### src/rtl/rv32i_types.sv
// Shared types for the data-memory port arbiter.
//   dmem_arb_state_t : arbiter FSM state (IDLE / LD_BUSY / ST_BUSY)
//   dmem_req_t       : one registered memory request (addr, rmask, wmask, wdata)
package rv32i_types;

    typedef enum logic [1:0] {
        IDLE    = 2'd0,
        LD_BUSY = 2'd1,
        ST_BUSY = 2'd2
    } dmem_arb_state_t;

    typedef struct packed {
        logic [31:0] addr;
        logic [3:0]  rmask;
        logic [3:0]  wmask;
        logic [31:0] wdata;
    } dmem_req_t;

endpackage

### src/rtl/dmem_port_arbiter.sv
// dmem_port_arbiter
// Shares the single data-memory port between the memory-unit load path and
// the store-buffer drain path. One transaction at a time: a grant in IDLE
// registers the request onto dmem_*, which holds until dmem_resp. The
// response is steered back to its owner the same cycle; load responses are
// dropped if a pipeline flush hit while the load was outstanding.
//
// Optional feature macro: DMEM_ARB_STARVE_EN
//   defined   : 4-bit starvation counter forces a store after STARVE_LIMIT
//               consecutive load grants made while a store was waiting.
//   undefined : stores win only when urgent or when no load is pending.
//
// Ports:
//   clk, rst (async, active-low), flush
//   ld_req/ld_addr/ld_rmask  -> ld_ready, ld_resp, ld_rdata
//   st_req/st_urgent/st_addr/st_wmask/st_wdata -> st_ready, st_resp
//   dmem_addr/dmem_rmask/dmem_wmask/dmem_wdata -> memory; dmem_rdata/dmem_resp <- memory
//   busy : a transaction is outstanding
module dmem_port_arbiter
    import rv32i_types::*;
#(
    parameter int STARVE_LIMIT = 4
) (
    input  logic        clk,
    input  logic        rst,
    input  logic        flush,
    input  logic        ld_req,
    input  logic [31:0] ld_addr,
    input  logic [3:0]  ld_rmask,
    output logic        ld_ready,
    output logic        ld_resp,
    output logic [31:0] ld_rdata,
    input  logic        st_req,
    input  logic        st_urgent,
    input  logic [31:0] st_addr,
    input  logic [3:0]  st_wmask,
    input  logic [31:0] st_wdata,
    output logic        st_ready,
    output logic        st_resp,
    output logic [31:0] dmem_addr,
    output logic [3:0]  dmem_rmask,
    output logic [3:0]  dmem_wmask,
    output logic [31:0] dmem_wdata,
    input  logic [31:0] dmem_rdata,
    input  logic        dmem_resp,
    output logic        busy
);

    if (STARVE_LIMIT < 1 || STARVE_LIMIT > 15) begin : g_limit_check
        $error("dmem_port_arbiter: STARVE_LIMIT must be in 1..15");
    end

    dmem_arb_state_t r_state;
    dmem_arb_state_t w_state_next;
    dmem_req_t       r_req;
    logic            r_squash;
    logic            w_grant_ld;
    logic            w_grant_st;
    logic            w_starve;

`ifdef DMEM_ARB_STARVE_EN
    localparam logic [3:0] LP_LIMIT = 4'(STARVE_LIMIT);
    logic [3:0] r_starve_cnt;

    // Counts loads that jumped ahead of a waiting store; any cycle without
    // a waiting store, or a store grant, restarts the count.
    always_ff @(posedge clk or negedge rst) begin
        if (!rst) begin
            r_starve_cnt <= 4'h0;
        end else if (!st_req || w_grant_st) begin
            r_starve_cnt <= 4'h0;
        end else if (w_grant_ld) begin
            r_starve_cnt <= r_starve_cnt + 4'h1;
        end
    end

    assign w_starve = st_req && (r_starve_cnt == LP_LIMIT);
`else
    assign w_starve = 1'b0;
`endif

    // Grant decision. Gated by rst so ready stays low while reset is held.
    always_comb begin
        w_grant_ld = 1'b0;
        w_grant_st = 1'b0;
        if (r_state == IDLE && rst) begin
            if (st_urgent && st_req) begin
                w_grant_st = 1'b1;
            end else if (w_starve) begin
                w_grant_st = 1'b1;
            end else if (ld_req && !flush) begin
                w_grant_ld = 1'b1;
            end else if (st_req) begin
                w_grant_st = 1'b1;
            end
        end
    end

    always_ff @(posedge clk or negedge rst) begin
        if (!rst) begin
            r_state <= IDLE;
        end else begin
            r_state <= w_state_next;
        end
    end

    always_comb begin
        w_state_next = r_state;
        ld_ready     = 1'b0;
        st_ready     = 1'b0;
        ld_resp      = 1'b0;
        st_resp      = 1'b0;
        busy         = 1'b0;
        case (r_state)
            IDLE: begin
                ld_ready = w_grant_ld;
                st_ready = w_grant_st;
                if (w_grant_ld) begin
                    w_state_next = LD_BUSY;
                end else if (w_grant_st) begin
                    w_state_next = ST_BUSY;
                end
            end
            LD_BUSY: begin
                busy    = 1'b1;
                // A flush on the response cycle itself also drops the data.
                ld_resp = dmem_resp && !r_squash && !flush;
                if (dmem_resp) begin
                    w_state_next = IDLE;
                end
            end
            ST_BUSY: begin
                busy    = 1'b1;
                st_resp = dmem_resp;
                if (dmem_resp) begin
                    w_state_next = IDLE;
                end
            end
            default: begin
                w_state_next = IDLE;
            end
        endcase
    end

    always_ff @(posedge clk or negedge rst) begin
        if (!rst) begin
            r_req    <= '0;
            r_squash <= 1'b0;
        end else begin
            if (w_grant_ld) begin
                r_req <= '{addr: ld_addr, rmask: ld_rmask, wmask: 4'h0, wdata: 32'h0};
            end else if (w_grant_st) begin
                r_req <= '{addr: st_addr, rmask: 4'h0, wmask: st_wmask, wdata: st_wdata};
            end else if (r_state != IDLE && dmem_resp) begin
                // Only the masks retire; addr/wdata may linger harmlessly.
                r_req.rmask <= 4'h0;
                r_req.wmask <= 4'h0;
            end

            if (r_state == LD_BUSY) begin
                if (dmem_resp) begin
                    r_squash <= 1'b0;
                end else if (flush) begin
                    r_squash <= 1'b1;
                end
            end else begin
                r_squash <= 1'b0;
            end
        end
    end

    assign dmem_addr  = r_req.addr;
    assign dmem_rmask = r_req.rmask;
    assign dmem_wmask = r_req.wmask;
    assign dmem_wdata = r_req.wdata;
    assign ld_rdata   = dmem_rdata;

endmodule

### config.mk
export PLATFORM = sky130hd
export DESIGN_NAME = dmem_port_arbiter
export DESIGN_NICKNAME = d
export VERILOG_FILES = /design/src/rtl/rv32i_types.sv /design/src/rtl/dmem_port_arbiter.sv
export SDC_FILE = /design/constraint.sdc
export NUM_CORES = 1
export LEC_CHECK = 0
export CORE_MARGIN = 2
export CORE_UTILIZATION = 40
export DETAILED_ROUTE_END_ITERATION = 7
export PLACE_DENSITY = 0.87
export SLEW_MARGIN = 20
export SYNTH_ARGS = -nofsm -noshare
export SYNTH_HDL_FRONTEND = slang
export SYNTH_SLANG_ARGS = --single-unit
export TNS_END_PERCENT = 100
### constraint.sdc
create_clock -name clk -period 5.3 [get_ports clk]
set_input_delay 0.53 -clock clk [delete_from_list [all_inputs] [get_ports clk]]
set_output_delay 0.53 -clock clk [all_outputs]
set_load 0.01 [all_outputs]
==> flow_metrics.tcl <==
set metrics [dict create \
    globalRouteTotalUtil_pct 22.10 \
    crit_path_max_incr_delay_ns 0.62 \
    placement.io_buffers 187 \
    routed_wirelength_um 11840 \
    critical_path.startpoint_type "register" \
    critPathArrivalTime_ns 2.97 \
    synth-async-reset-ratio_pct 100.0 \
    cts_made_buffers 9 \
    drt_drc_violations_left 0 \
    cts_num_sinks 75 \
    p_total_uw 3000 \
    yosys_warnings 0 \
    leading_cell_types_by_total_area_after_synthesis "sky130_fd_sc_hd__dfrtp_1, sky130_fd_sc_hd__a221o_1, sky130_fd_sc_hd__a21boi_0" \
    post-synth-top-area-cell "sky130_fd_sc_hd__dfrtp_1" \
    post-synth-top-count-cell "sky130_fd_sc_hd__dfrtp_1" \
    grt_setup_unrepaired "false" \
    first_pass_iters 4 \
    fp.dieW_um 103.8 \
    grt_max_degree 64 \
    final.setup.tns_ns 0 \
    count_of_hold_fix_buffers_inserted_at_cts 0 \
    crit_path_buffers_inverters 4 \
    start_util_pct 40.95 \
    antenna_violations_before_repair 0 \
    layout-drive-gt1-share_pct 5.447 \
    clockBufferDepth 2 \
    crit_family "buffers and inverters" \
    drt-vias-per-instance 5.767 \
    proportion_of_synthesized_chip_area_in_sequential_cells_pct 47.11 \
    filler_cell_count 822 \
    layout.nets 656 \
    floorplan.die_area_mm2 0.01077 \
    critPathSlowestCell "sky130_fd_sc_hd__clkdlybuf4s50_1" \
    worst_path_most_repeated_cell "sky130_fd_sc_hd__buf_4" \
    yosys_register_bits 75 \
    fmax_ghz 0.2856 \
    boundaryPins 252 \
    cts_resized 0 \
    maxSlewHeadroom_pct 33.92 \
    drt_iter0_markers 170 \
    placeableCoreArea_mm2 0.009729 \
    minimum_period_implied_by_the_final_worst_setup_slack_ns 3.502 \
    ys.flop_type "sky130_fd_sc_hd__dfrtp_1" \
    cellLeakagePower_uw 0.002417 \
    routed-via-count 3731 \
    tritoncts "yes" \
    detail-route-antenna-nets 0 \
    status "finished clean" \
    worstMarginPinSlew_ns 0.9901 \
    finish.utilization_pct 60.31 \
    power.ir.vdd_worst_v 0.0002353 \
    rows 36 \
    clkTransAtPathRegs_ns 0.08 \
    final_min_period_over_clock_period_pct 66.07 \
    synth_top_area_share_pct 47.11 \
    count_of_flip_flops_with_a_built_in_enable_after_synthesis 0 \
    crit_path_max_fanout 37 \
    syn_avg_cell_area_um2 10.48 \
    fin_skew_ns 0.006508 \
    htree_levels 3 \
    first_pass_grt_wire_length_um 19320 \
    gp_congestion 0.8910 \
    syn_area_mm2 0.003984 \
    via_count_of_the_first_global_routing_pass 3763 \
    clock_insertion_delay_at_the_later_pin_of_the_skew_report_ns 0.33 \
    cells_after_synth 380 \
    worst-setup-path-type "register to primary output" \
    total_nets_after_synthesis 526 \
    synthToLayoutAreaGrowth_pct 47.30 \
    diodes 0 \
    min-delay-path-class "input port to async pin" \
    multi_input_area_mm2 0.001632 \
    hold_violations 0 \
    dpl.hpwl_um 8266 \
    yosys-top-cells-count "sky130_fd_sc_hd__dfrtp_1, sky130_fd_sc_hd__and3_1, sky130_fd_sc_hd__a21boi_0, sky130_fd_sc_hd__a31oi_1, sky130_fd_sc_hd__o211ai_1" \
    cp.required_ns 4.77 \
    regArea_mm2 0.001877 \
    post_drt_wl_per_cell_um 18.30 \
    setup_viol_count_final 0 \
    cts_root_buf "sky130_fd_sc_hd__clkbuf_8" \
    synth.distinct_cells 28 \
    final_max_slew_viol_count 0 \
    endpoint_class_of_the_critical_path "primary output" \
    maxCapViolCount 0 \
    crit_path_cell_trace "inv_1 -> ha_1 -> buf_4 -> and2_4 -> o211a_1 -> buf_4 -> clkdlybuf4s50_1" \
    overflow 0 \
    fp.dieH_um 103.8 \
    pwr_density_cell_mw_per_mm2 511.3 \
    cts_setup_buffers 0 \
]
## per-stage QoR
| step | worst slack (ns) | instances | hold WS (ns) | instance area, um2 |
|---|---|---|---|---|
| floorplan | 3.301 | 380 | 0.2344 | 3984 |
| global placement | 1.882 | 632 | 0.5000 | 5619 |
| detailed placement | 1.842 | 632 | 0.4927 | 5619 |
| CTS | 1.811 | 647 | 0.2261 | 5868 |
| global route | 1.612 | 647 | 0.2569 | 5868 |
| finish | 1.798 | 647 | 0.2170 | 5868 |
## final cells by class
type                    count  share of cell area, %
clock buffers              11                  2.580
clock inverters             4                  1.663
inverters                   4                 0.2559
multi-input cells         225                  27.80
flip-flops and latches     75                  31.98
well taps                 133                  2.836
repair buffers            195                  32.88
## worst register-to-register path: cells and delay by family, from the launching register on
kind / cells / cell delay [ns]
AO/OA/AOI/OAI: 2 / 0.46
flip-flops: 1 / 0.41
buffers and inverters: 3 / 0.76
adder cells (fa/ha/maj): 1 / 0.16
AND/OR/NAND/NOR: 1 / 0.46
## power by group
group | internal, uW | leakage [uW] | switching (uW) | total (uW)
sequential | 840 | 0.000928 | 193 | 1030
clock | 336 | 0.000122 | 206 | 542
combinational | 824 | 0.00137 | 602 | 1430
total | 2000 | 0.00242 | 1000 | 3000
## final timing paths
check / start / endpoint / slack, ns / depth (start not counted)
max: r_state[0] / st_ready / 1.80 / 7
min: rst / dmem_wdata[19] / 0.22 / 1
max reg2reg: r_state[0] / dmem_addr[15] / 2.99 / 7
min reg2reg: dmem_addr[30] / dmem_addr[30] / 0.52 / 1
max in group asynchronous: rst / dmem_addr[23] / 4.09 / 2
min in group clk: dmem_addr[30] / dmem_addr[30] / 0.52 / 1
## cell families (layout without fill, tap and decap cells)
group	Yosys count	count (layout)	share of synthesized area, %
AOI/OAI and AO/OA	175	175	32.48
DFF	75	75	47.11
buffers and inverters	80	214	12.09
and+or+nand+nor	47	47	7.381
adders and majority gates	3	3	0.9423
## per-layer routing
layer  vias up  track usage, %  share of wire [%]
li1       1695               -                  -
met1      1817           26.77                 39
met2       200           37.75                 51
met3        19           6.797                8.5
met4         0           6.950                1.4
met5         -               0                  0
## cells in the final DEF, fill, tap and decap left out, types with 2 or more instances in the layout
| cell type | instances |
|---|---|
| sky130_fd_sc_hd__ha_1 | 3 |
| sky130_fd_sc_hd__a31oi_1 | 33 |
| sky130_fd_sc_hd__a21oi_1 | 32 |
| sky130_fd_sc_hd__a21boi_0 | 33 |
| sky130_fd_sc_hd__nand2b_1 | 2 |
| sky130_fd_sc_hd__buf_4 | 9 |
| sky130_fd_sc_hd__dfrtp_1 | 75 |
| sky130_fd_sc_hd__clkbuf_8 | 11 |
| sky130_fd_sc_hd__nand2_1 | 3 |
| sky130_fd_sc_hd__a32o_1 | 8 |
| sky130_fd_sc_hd__inv_1 | 4 |
| sky130_fd_sc_hd__a221o_1 | 32 |
| sky130_fd_sc_hd__bufinv_16 | 3 |
| sky130_fd_sc_hd__and3_1 | 34 |
| sky130_fd_sc_hd__o211ai_1 | 33 |
| sky130_fd_sc_hd__clkdlybuf4s50_1 | 186 |
## state kept, by name, indices dropped and copies added (netlist names)
signal and flops:
dmem_wmask 4, r_squash 1, dmem_rmask 4, dmem_wdata 32, dmem_addr 32, r_state 2
No activity file was read; power rests on OpenSTA's default activity.
